### config.mk
export PLATFORM = sky130hd
export DESIGN_NAME = seq_mag_comparator
export DESIGN_NICKNAME = d
export VERILOG_FILES = /design/src/rtl/seq_mag_comparator.sv
export SDC_FILE = /design/constraint.sdc
export NUM_CORES = 1
export LEC_CHECK = 0
export BUFFER_PORTS_ARGS = -buffer_cell sky130_fd_sc_hd__buf_2
export CORE_UTILIZATION = 30
export CTS_BUF_LIST = sky130_fd_sc_hd__clkbuf_4
export DETAILED_ROUTE_END_ITERATION = 16
export PLACE_DENSITY = 0.47
export SYNTH_ARGS = -nofsm -noshare
export SYNTH_HDL_FRONTEND = slang
export SYNTH_SLANG_ARGS = --single-unit
### constraint.sdc
create_clock -name clk -period 1.7 [get_ports clk]
set_input_delay 0.085 -clock clk [delete_from_list [all_inputs] [get_ports clk]]
set_output_delay 0.085 -clock clk [all_outputs]
set_load 0.005 [all_outputs]
### src/rtl/seq_mag_comparator.sv
// Sequential magnitude comparator: walks the captured operands MSB first,
// one bit per clock, and reports lt/gt/eq with a one-cycle done pulse.
//
// Parameters:
//   WIDTH      operand width in bits (2..32)
//   EARLY_EXIT 1: stop at the first differing bit; 0: always WIDTH cycles
// Ports:
//   clk        clock, rising edge
//   rst_n      asynchronous active-low reset
//   start      compare request, accepted in IDLE or DONE
//   is_signed  two's complement operands (captured with start)
//   A, B       operands (captured with start)
//   busy       high while a comparison is running
//   done       one-cycle pulse when lt/gt/eq become valid
//   lt, gt, eq comparison result, held until the next accepted start
module seq_mag_comparator #(
    parameter int unsigned WIDTH      = 8,
    parameter bit          EARLY_EXIT = 1'b1
) (
    input  logic             clk,
    input  logic             rst_n,
    input  logic             start,
    input  logic             is_signed,
    input  logic [WIDTH-1:0] A,
    input  logic [WIDTH-1:0] B,
    output logic             busy,
    output logic             done,
    output logic             lt,
    output logic             gt,
    output logic             eq
);

    localparam int unsigned IW = (WIDTH > 1) ? $clog2(WIDTH) : 1;

    typedef enum logic [1:0] {
        IDLE = 2'd0,
        RUN  = 2'd1,
        DONE = 2'd2
    } state_t;

    state_t           state;
    logic [WIDTH-1:0] a_q;
    logic [WIDTH-1:0] b_q;
    logic             sgn_q;
    logic [IW-1:0]    idx;

    // Per-bit decision for the bit currently under the index
    logic bit_a;
    logic bit_b;
    logic diff;
    logic at_msb;
    logic at_lsb;
    logic a_wins;
    logic found;

    always_comb begin
        bit_a  = a_q[idx];
        bit_b  = b_q[idx];
        diff   = bit_a ^ bit_b;
        at_msb = (idx == IW'(WIDTH - 1));
        at_lsb = (idx == '0);
        // The sign bit carries inverted weight for two's complement operands
        a_wins = (at_msb && sgn_q) ? ~bit_a : bit_a;
        // A decision already latched (only reachable when EARLY_EXIT=0)
        found  = lt | gt;
    end

    // State, captured operands, bit index and registered outputs
    always_ff @(posedge clk or negedge rst_n) begin
        if (!rst_n) begin
            state <= IDLE;
            a_q   <= '0;
            b_q   <= '0;
            sgn_q <= 1'b0;
            idx   <= '0;
            busy  <= 1'b0;
            done  <= 1'b0;
            lt    <= 1'b0;
            gt    <= 1'b0;
            eq    <= 1'b0;
        end else begin
            case (state)
                IDLE, DONE: begin
                    done <= 1'b0;
                    if (start) begin
                        state <= RUN;
                        a_q   <= A;
                        b_q   <= B;
                        sgn_q <= is_signed;
                        idx   <= IW'(WIDTH - 1);
                        busy  <= 1'b1;
                        lt    <= 1'b0;
                        gt    <= 1'b0;
                        eq    <= 1'b0;
                    end else begin
                        state <= IDLE;
                    end
                end

                RUN: begin
                    // Only the first difference decides the result
                    if (!found && diff) begin
                        gt <= a_wins;
                        lt <= ~a_wins;
                    end
                    if ((EARLY_EXIT && diff) || at_lsb) begin
                        state <= DONE;
                        busy  <= 1'b0;
                        done  <= 1'b1;
                        eq    <= ~found & ~diff;
                    end else begin
                        idx <= idx - IW'(1);
                    end
                end

                default: begin
                    state <= IDLE;
                    busy  <= 1'b0;
                    done  <= 1'b0;
                end
            endcase
        end
    end

endmodule

==> out/results.ini <==
[outcome]
status=complete, no violations

[min_path]
min_path_type=primary input to flop

[grt]
grt_max_degree=28
grt_pass1_wl_um=5040
grt_pass1_vias=1081
gr-total-overflow=0
track_usage_pct=13.0
antenna_found_initial=0

[floorplan]
core_area_um2=4350
fp.dieW_um=69.4
io_pins=25
design.die.area_um2=4820
initial_core_util_pct=31.3
die_h_um=69.4
rows=24

[critical_path]
ff2ff_setup_slack_ns=0.002
critPathLaunchType=flop
crit_type=flop to flop
cp_max_fo=7
crit_arrival_ns=1.95
endpoint_kind=flop
cp_data_required_time_ns=1.95

[clock_tree]
cts_tree=yes
cts_made_buffers=3
path_clk_slew_ns=0.15
clkLatencyLatePin_ns=0.32
clk_root_buffer_cell=clkbuf_4
cts_sinks=27
clk_path_buf_depth=2
htreeDepth=1

[sta]
whs_ns=0.0560
setup_viol=0
layout_setup_ws_ns=0.00177
fin_crit_ns=1.70
hold_viol=0
fmax_ghz=0.589
finalMaxSlewViolations=0
fin_worst_skew_ns=0.00544
max_slew_margin_pct=59.0
tightestPinTransition_ns=0.615
timing.final.crit_share_pct=99.9
grt_setup_unrepaired=true

[cells_and_area]
design_area_um2=1900
syn2layout_area_growth_pct=39.4
drive_gt1_share_pct=31.3
final_net_count=222
mostFrequentLayoutCell=nand2_1
final_core_util_pct=43.7
antenna_cells=0
final_cell_mix=nand2_1 (56), dfrtp_1 (26), buf_2 (24)

[routing]
wire_per_inst_um=12.1
drt_first_pass_iters=4
vias=1141
antenna_left=0
routed_via_density=4.56
route.detailed.drc=0
wl_um=3020
drt_iter0_markers=26

[power_and_ir_drop]
ir_worst_vdd_uv=579
p_leak_nw=0.948
p_per_area_nw_per_um2=1720

[synth]
syn_area_per_cell_um2=9.67
syn_nets=164
ys_seq_elements=27
netlist_instances=141
yosys_warnings=0
synth.distinct_cells=30
syn_area_um2=1360
synth_seq_area_share_pct=49.5

[run]
maxCapViolCount=0

[place]
port_buffers=24
place.gp.congestion=0.739
placed_cell_area_um2=1620
place_ws_ns=-0.0257
place_hpwl_um=2110

==> stage by stage <==
| step | TNS, ns | std cells | total power, mW |
|---|---|---|---|
| floorplan | 0 | 141 | 2.20 |
| global placement | -0.0283 | 224 | 2.67 |
| detailed placement | -0.0785 | 224 | 2.69 |
| CTS | -0.0965 | 247 | 3.11 |
| global route | -0.217 | 250 | 3.52 |
| finish | 0 | 250 | 3.26 |
==> state kept, by name (all words and copies together) (netlist names), 2 cells and up <==
name	cells
a_q	8
b_q	8
idx	3
state	2
==> power breakdown <==
part           internal, mW  switching [mW]  total [mW]  leakage (nW)
sequential            0.932           0.221        1.15         0.328
combinational         0.950           0.859        1.81         0.602
clock                 0.108           0.192       0.300        0.0184
total                  1.99            1.27        3.26         0.948
==> worst max-delay path: stages (launching register included) <==
cell and delay [ns]:
dfrtp_2 0.46, inv_4 0.09, mux4_2 0.60, o311a_1 0.33
a31oi_1 0.15
==> layout make-up <==
class / count / area [µm²]
fillers: 441 / 2450
well taps: 52 / 65.1
inverters: 4 / 17.5
flip-flops and latches: 27 / 677
clock buffers: 4 / 30.0
multi-input cells: 105 / 688
repair buffers: 58 / 424
==> cells by family after synthesis <==
logic type,after synthesis,share of synthesized area [%]
buffers and inverters,9,2.48
flip-flops,27,49.5
XOR/XNOR,9,5.78
AO/OA/AOI/OAI,16,9.54
AND/OR/NAND/NOR,71,21.3
multiplexers,6,8.62
adder cells (fa/ha/maj),3,2.75
==> metal layers <==
layer	routed length, µm	track usage [%]	part of all wire [%]
met1	1490	17.7	49
met2	1450	21.5	48
met3	62	1.74	2.1
met4	19	4.08	0.63
met5	0	0	0
==> repair_timing <==
item                                    4_1_cts  5_1_grt
hold buffers                                 18        0
setup buffers                                 1        3
hold endpoints to repair                     44        0
gates resized for setup                       3       11
endpoints found under the setup margin        7       10
pin swaps                                     3        8
==> Yosys cell counts <==
master | number | share of area [%]
mux4_1 | 2 | 3.9
and2_1 | 1 | 0.46
o32ai_1 | 1 | 0.64
o41ai_2 | 1 | 1.2
o311a_1 | 1 | 0.73
buf_1 | 1 | 0.27
a211o_2 | 1 | 0.73
dfrtp_1 | 27 | 50
a32o_1 | 1 | 0.73
o2bb2ai_1 | 1 | 0.64
mux2i_1 | 2 | 1.5
a31oi_1 | 1 | 0.46
nand2_1 | 56 | 15
ha_1 | 3 | 2.8
o21a_1 | 3 | 1.7
xnor2_1 | 4 | 2.6
nor2b_1 | 2 | 0.92
xor2_1 | 5 | 3.2
clkbuf_1 | 4 | 1.1
a21oi_1 | 2 | 0.73
and2b_1 | 1 | 0.55
a2bb2oi_1 | 1 | 0.64
o21ai_0 | 2 | 0.73
inv_2 | 1 | 0.27
mux4_2 | 2 | 3.3
a32oi_1 | 1 | 0.64
nor2_1 | 6 | 1.7
inv_1 | 3 | 0.83
or2_2 | 2 | 0.92
nand2b_1 | 3 | 1.4
==> final timing paths <==
path,from,to,cells past startpoint
worst max-delay path,idx[0]$_DFFE_PN0P_,idx[2]$_DFFE_PN0P_,4
worst min-delay path,start,busy$_DFFE_PN0P_,3
worst max register to register,idx[0]$_DFFE_PN0P_,idx[2]$_DFFE_PN0P_,4
worst min register to register,done$_DFFE_PN0P_,done$_DFFE_PN0P_,1
max in group asynchronous,rst_n,idx[0]$_DFFE_PN0P_,2
min in group asynchronous,rst_n,state[1]$_DFFE_PN0P_,2
No activity file was read; power rests on OpenSTA's default activity.
